$ cat src/rtl/forwarding_unit_if.sv
// Signal bundle between the pipeline datapath and the forwarding unit.
// The datapath side is the master; the forwarding unit is the slave.
interface forwarding_unit_if;
  logic [4:0]  id_rs;
  logic [4:0]  id_rt;
  logic [4:0]  ex_rs;
  logic [4:0]  ex_rt;
  logic [4:0]  ex_rd;
  logic [4:0]  mem_rd;
  logic [4:0]  wb_rd;
  logic        ex_regWrite;
  logic        mem_regWrite;
  logic        wb_regWrite;
  logic        id_branch;
  logic [1:0]  ex_muxA;
  logic [1:0]  ex_muxB;
  logic [1:0]  id_muxA;
  logic [1:0]  id_muxB;
  logic [15:0] ex_fwd_count;
  logic [15:0] id_fwd_count;

  modport master (
    output id_rs, id_rt, ex_rs, ex_rt, ex_rd, mem_rd, wb_rd,
           ex_regWrite, mem_regWrite, wb_regWrite, id_branch,
    input  ex_muxA, ex_muxB, id_muxA, id_muxB, ex_fwd_count, id_fwd_count
  );

  modport slave (
    input  id_rs, id_rt, ex_rs, ex_rt, ex_rd, mem_rd, wb_rd,
           ex_regWrite, mem_regWrite, wb_regWrite, id_branch,
    output ex_muxA, ex_muxB, id_muxA, id_muxB, ex_fwd_count, id_fwd_count
  );
endinterface

$ cat src/rtl/forwarding_unit.sv
// Operand forwarding for the 5-stage MIPS pipeline: combinational ALU and
// branch-comparator operand selects plus saturating forwarding-event counters.
module forwarding_unit (
  input  logic              clk,
  input  logic              rst,
  forwarding_unit_if.slave  bus
);

  typedef enum logic [1:0] {
    EX_SEL_RF  = 2'b00,
    EX_SEL_WB  = 2'b01,
    EX_SEL_MEM = 2'b10
  } ex_sel_e;

  typedef enum logic [1:0] {
    ID_SEL_RF  = 2'b00,
    ID_SEL_EX  = 2'b01,
    ID_SEL_MEM = 2'b10,
    ID_SEL_WB  = 2'b11
  } id_sel_e;

  // $0 is hardwired to zero, so it never has a producer worth forwarding.
  function automatic logic match(input logic we, input logic [4:0] rd,
                                 input logic [4:0] r);
    return we && (rd != 5'd0) && (rd == r);
  endfunction

  function automatic ex_sel_e ex_sel(input logic [4:0] r,
                                     input logic mem_we, input logic [4:0] mem_rd,
                                     input logic wb_we,  input logic [4:0] wb_rd);
    if (match(mem_we, mem_rd, r))     return EX_SEL_MEM;
    else if (match(wb_we, wb_rd, r))  return EX_SEL_WB;
    else                              return EX_SEL_RF;
  endfunction

  function automatic id_sel_e id_sel(input logic [4:0] r, input logic br,
                                     input logic ex_we,  input logic [4:0] ex_rd,
                                     input logic mem_we, input logic [4:0] mem_rd,
                                     input logic wb_we,  input logic [4:0] wb_rd);
    if (!br)                            return ID_SEL_RF;
    else if (match(ex_we, ex_rd, r))    return ID_SEL_EX;
    else if (match(mem_we, mem_rd, r))  return ID_SEL_MEM;
    else if (match(wb_we, wb_rd, r))    return ID_SEL_WB;
    else                                return ID_SEL_RF;
  endfunction

  ex_sel_e     ex_a, ex_b;
  id_sel_e     id_a, id_b;
  logic [15:0] ex_fwd_count_q, ex_fwd_count_d;
  logic [15:0] id_fwd_count_q, id_fwd_count_d;

  always_comb begin
    ex_a = ex_sel(bus.ex_rs, bus.mem_regWrite, bus.mem_rd, bus.wb_regWrite, bus.wb_rd);
    ex_b = ex_sel(bus.ex_rt, bus.mem_regWrite, bus.mem_rd, bus.wb_regWrite, bus.wb_rd);
    id_a = id_sel(bus.id_rs, bus.id_branch, bus.ex_regWrite, bus.ex_rd,
                  bus.mem_regWrite, bus.mem_rd, bus.wb_regWrite, bus.wb_rd);
    id_b = id_sel(bus.id_rt, bus.id_branch, bus.ex_regWrite, bus.ex_rd,
                  bus.mem_regWrite, bus.mem_rd, bus.wb_regWrite, bus.wb_rd);
  end

  assign bus.ex_muxA = ex_a;
  assign bus.ex_muxB = ex_b;
  assign bus.id_muxA = id_a;
  assign bus.id_muxB = id_b;

  // One increment per cycle regardless of how many selects are active.
  always_comb begin
    ex_fwd_count_d = ex_fwd_count_q;
    id_fwd_count_d = id_fwd_count_q;
    if ((ex_a != EX_SEL_RF || ex_b != EX_SEL_RF) && ex_fwd_count_q != '1)
      ex_fwd_count_d = ex_fwd_count_q + 16'd1;
    if ((id_a != ID_SEL_RF || id_b != ID_SEL_RF) && id_fwd_count_q != '1)
      id_fwd_count_d = id_fwd_count_q + 16'd1;
  end

  always_ff @(posedge clk) begin
    if (rst) begin
      ex_fwd_count_q <= '0;
      id_fwd_count_q <= '0;
    end else begin
      ex_fwd_count_q <= ex_fwd_count_d;
      id_fwd_count_q <= id_fwd_count_d;
    end
  end

  assign bus.ex_fwd_count = ex_fwd_count_q;
  assign bus.id_fwd_count = id_fwd_count_q;

endmodule

$ cat src/flat_wrapper.sv
// flat-port wrapper written by rule: the top's interface ports become plain ports
module forwarding_unit_flat 
  (clk, rst, bus_id_rs, bus_id_rt, bus_ex_rs, bus_ex_rt, bus_ex_rd, bus_mem_rd, bus_wb_rd, bus_ex_regWrite, bus_mem_regWrite, bus_wb_regWrite, bus_id_branch, bus_ex_muxA, bus_ex_muxB, bus_id_muxA, bus_id_muxB, bus_ex_fwd_count, bus_id_fwd_count);
  forwarding_unit_if bus_i ();
  input  logic clk;
  input  logic rst;
  input wire logic [$bits(bus_i.id_rs)-1:0] bus_id_rs;
  input wire logic [$bits(bus_i.id_rt)-1:0] bus_id_rt;
  input wire logic [$bits(bus_i.ex_rs)-1:0] bus_ex_rs;
  input wire logic [$bits(bus_i.ex_rt)-1:0] bus_ex_rt;
  input wire logic [$bits(bus_i.ex_rd)-1:0] bus_ex_rd;
  input wire logic [$bits(bus_i.mem_rd)-1:0] bus_mem_rd;
  input wire logic [$bits(bus_i.wb_rd)-1:0] bus_wb_rd;
  input wire logic [$bits(bus_i.ex_regWrite)-1:0] bus_ex_regWrite;
  input wire logic [$bits(bus_i.mem_regWrite)-1:0] bus_mem_regWrite;
  input wire logic [$bits(bus_i.wb_regWrite)-1:0] bus_wb_regWrite;
  input wire logic [$bits(bus_i.id_branch)-1:0] bus_id_branch;
  output wire logic [$bits(bus_i.ex_muxA)-1:0] bus_ex_muxA;
  output wire logic [$bits(bus_i.ex_muxB)-1:0] bus_ex_muxB;
  output wire logic [$bits(bus_i.id_muxA)-1:0] bus_id_muxA;
  output wire logic [$bits(bus_i.id_muxB)-1:0] bus_id_muxB;
  output wire logic [$bits(bus_i.ex_fwd_count)-1:0] bus_ex_fwd_count;
  output wire logic [$bits(bus_i.id_fwd_count)-1:0] bus_id_fwd_count;
  assign bus_i.id_rs = bus_id_rs;
  assign bus_i.id_rt = bus_id_rt;
  assign bus_i.ex_rs = bus_ex_rs;
  assign bus_i.ex_rt = bus_ex_rt;
  assign bus_i.ex_rd = bus_ex_rd;
  assign bus_i.mem_rd = bus_mem_rd;
  assign bus_i.wb_rd = bus_wb_rd;
  assign bus_i.ex_regWrite = bus_ex_regWrite;
  assign bus_i.mem_regWrite = bus_mem_regWrite;
  assign bus_i.wb_regWrite = bus_wb_regWrite;
  assign bus_i.id_branch = bus_id_branch;
  assign bus_ex_muxA = bus_i.ex_muxA;
  assign bus_ex_muxB = bus_i.ex_muxB;
  assign bus_id_muxA = bus_i.id_muxA;
  assign bus_id_muxB = bus_i.id_muxB;
  assign bus_ex_fwd_count = bus_i.ex_fwd_count;
  assign bus_id_fwd_count = bus_i.id_fwd_count;
  forwarding_unit u_core (.clk(clk), .rst(rst), .bus(bus_i));
endmodule
$ cat config.mk
export PLATFORM = sky130hd
export DESIGN_NAME = forwarding_unit_flat
export DESIGN_NICKNAME = d
export VERILOG_FILES = /design/src/rtl/forwarding_unit_if.sv /design/src/rtl/forwarding_unit.sv /design/src/flat_wrapper.sv
export SDC_FILE = /design/constraint.sdc
export NUM_CORES = 1
export LEC_CHECK = 0
export ABC_AREA = 1
export BUFFER_PORTS_ARGS = -buffer_cell sky130_fd_sc_hd__buf_4
export CAP_MARGIN = 30
export CORE_MARGIN = 3
export CORE_UTILIZATION = 53
export CTS_CLUSTER_DIAMETER = 60
export DETAILED_ROUTE_END_ITERATION = 8
export PLACE_DENSITY = 0.81
export SLEW_MARGIN = 20
export SYNTH_ARGS = -nofsm -noshare
export SYNTH_HDL_FRONTEND = slang
export SYNTH_SLANG_ARGS = --single-unit
$ cat constraint.sdc
create_clock -name clk -period 2.26 [get_ports clk]
set_clock_uncertainty 0.05 [all_clocks]
set_input_delay 0.113 -clock clk [delete_from_list [all_inputs] [get_ports clk]]
set_output_delay 0.113 -clock clk [all_outputs]
set_load 0.005 [all_outputs]
==> run_results.csv <==
group,metric,value,unit
worst_setup_path,max_stage_delay,0.41,ns
worst_setup_path,crit_required,2.40,ns
global_routing,grt.overflow.total,0,
layout,num_antenna_cells,0,
synthesis,yosysMostFrequentCell,"nand2_1",
global_routing,grt_pass1_wl,12.2,mm
sta,rsz0062_at_grt,"no",
clocking,post_cts_buffers,0,
synthesis,ys_seq_elements,32,
global_routing,grt_pass1_vias,2705,
route,post-route-drc-count,0,
layout,multi_input_area,0.00185,mm2
global_routing,grt_max_degree,31,
sta,setup_viol,0,
worst_setup_path,cp_data_arrival_time,2.04,ns
layout,nFillCells,494,
clocking,cts_num_sinks,32,
route,drt_iter0_markers,231,
clocking,cts.htree.levels,2,
sta,min_period,1.91,ns
place,routabilityCongestion,0.928,
run_status,outcome,"finished clean",
sta,drv_slew,0,
synthesis,synthDistinctLibCells,30,
layout,final_cell_area,0.00348,mm2
synthesis,avgSynthCellArea,6.09,um2
sta,worstMarginPinSlew,0.662,ns
floorplan,fp.dieH,79.4,um
place,post-place-ws,0.256,ns
sta,slew_headroom,55.8,%
synthesis,syn_area,0.00286,mm2
worst_setup_path,cp-end-kind,"flip-flop",
synthesis,yosys-top-cells-count,"nand2_1, nor2_1, inv_1, dfxtp_1, nand3_1",
pwr,p_total,0.00131,W
place,placed_area,0.00340,mm2
sta,fin_ws,0.353,ns
route,dr.pass1.iters,5,
layout,final_nets,583,
clocking,clockBufferDepth,2,
synthesis,ys_seq_area_share,22.4,%
floorplan,core_area,0.00517,mm2
clocking,cts_buffers,5,
worst_setup_path,slowest_stage,"dfxtp_1",
sta,hold_violations,0,
floorplan,start_util,55.2,%
global_routing,grt_use_total,24.0,%
worst_setup_path,crit_type,"flip-flop to flip-flop",
synthesis,ys.flop_type,"dfxtp_1",
sta,period_share,84.4,%
route,ant_nets,0,
clocking,cts_resized,0,
clocking,clk_pin_slew,0.07,ns
worst_setup_path,path_common_cell,"nand2_1",
route,finalWirelength,7.41,mm
worst_setup_path,path_cells,"ha_1, nand2_1, nor3_1, nand2_1, nor3_1, nand4_1, nand2_1, nor2_1",
synthesis,synth_nets,512,
synthesis,yosysTopAreaCell,"dfxtp_1",
pwr,power.leakage,1.70,nW
clocking,cts_tree,"built",
synthesis,synth_top_area_share,22.4,%
place,dpl.hpwl,5.82,mm
floorplan,rows,26,
sta,fin_setup_tns,0,ns
pwr,powerDensity,376,mW/mm2
synthesis,synth_edf_count,0,
place,io_buffers,80,
clocking,cts-hold-fix-buffers,0,
route,vias,3079,
layout,area_growth,21.8,%
pwr,vdd_ir_drop_max,0.439,mV
worst_hold_path,hp-class,"input pin to flip-flop",
synthesis,postSynthCellCount,469,
clocking,clk_root_buffer_cell,"clkbuf_8",
clocking,clock_latency,0.29,ns
route,wl_per_cell,12.1,um
floorplan,die_area,0.00631,mm2
floorplan,die_x,79.4,um
global_routing,antenna_found_initial,0,
synthesis,synth.area.top_cells,"dfxtp_1, nand2_1, nor2_1",
layout,drive_above_1_share,23.9,%
worst_setup_path,crit_path_start_kind,"flip-flop",
job,drv_cap,0,
sta,fmax,0.524,GHz
synthesis,ys_warn_count,0,
synthesis,async_flop_share,0,%
worst_setup_path,path_max_fanout,5,
layout,regArea,641,um2
floorplan,ios,81,
route,viasPerCell,5.05,
routing by layer:
layer	wire length [um]	track usage, %	part of all wire, %	up-vias
met3	440	4.18	5.9	10
met5	0	0	0	-
met2	3440	38.4	46	93
met1	3470	33.0	47	1367
met4	68	6.53	0.92	0
li1	-	-	-	1609
critical path: cells and delay by family, from the launching register on:
kind                       cells  cell delay (ns)
adders and majority gates      1             0.22
DFF                            1             0.41
and+or+nand+nor                7             1.14
cells in the final DEF (no fill, tap or decap), types with 2 or more instances in the layout:
cell type,count
nand4_1,13
nor3_1,11
or2_0,3
nand2_2,12
inv_1,49
clkbuf_8,5
nor4_1,2
a21oi_1,21
xor2_1,20
a21oi_2,9
o21ai_0,6
nor2_2,4
dfxtp_1,32
nand3_2,7
buf_4,81
nand3_1,29
ha_1,2
xnor2_1,18
nor2_1,70
inv_2,7
nand2_1,131
sequential cells by signal, summed over array words and instances, names as in the netlist:
signal,flops
u_core.bus.ex_fwd_count,16
u_core.bus.id_fwd_count,16
final timing paths:
check,start,end,slack (ns),cells after the start
setup / recovery,u_core.bus.ex_fwd_count[0]$_SDFFE_PP0P_,u_core.bus.ex_fwd_count[12]$_SDFFE_PP0P_,0.35,8
hold / removal,rst,u_core.bus.ex_fwd_count[4]$_SDFFE_PP0P_,0.04,2
setup reg to reg,u_core.bus.ex_fwd_count[0]$_SDFFE_PP0P_,u_core.bus.ex_fwd_count[12]$_SDFFE_PP0P_,0.35,8
hold reg to reg,u_core.bus.ex_fwd_count[15]$_SDFFE_PP0P_,u_core.bus.ex_fwd_count[15]$_SDFFE_PP0P_,0.48,2
area by class of cell:
class	instances	share of cell area, %
sequential	32	18.4
timing repair buffer	81	17.5
clock inverter	1	0.144
inverter	58	6.33
clock buffer	6	2.09
multi-input combinational	362	53.0
tap	70	2.52
per-stage QoR:
step	hold slack [ns]	util, %	instances
final	0.0440	67.3	610
after CTS	0.0338	67.3	610
after detailed placement	0.344	65.8	603
after global routing	0.0375	67.3	610
after global placement	0.339	65.8	603
after floorplan	0.313	-	469
cell families (layout without fill, tap and decap cells):
| family | after synthesis | in the layout | share of synthesized area, % |
|---|---|---|---|
| AO/OA/AOI/OAI | 37 | 37 | 7.71 |
| XOR/XNOR | 38 | 38 | 11.6 |
| adder cells (fa/ha/maj) | 2 | 2 | 0.876 |
| buffers and inverters | 75 | 146 | 13.0 |
| flip-flops | 32 | 32 | 22.4 |
| AND/OR/NAND/NOR | 285 | 285 | 44.4 |
power breakdown:
group | total [W] | internal, W | switching (W)
logic | 0.000314 | 0.000132 | 0.000182
clock network | 0.000418 | 0.000209 | 0.000209
registers | 0.000577 | 0.000570 | 0.00000764
total | 0.00131 | 0.000911 | 0.000398
Power figures use the tool's default switching activity.
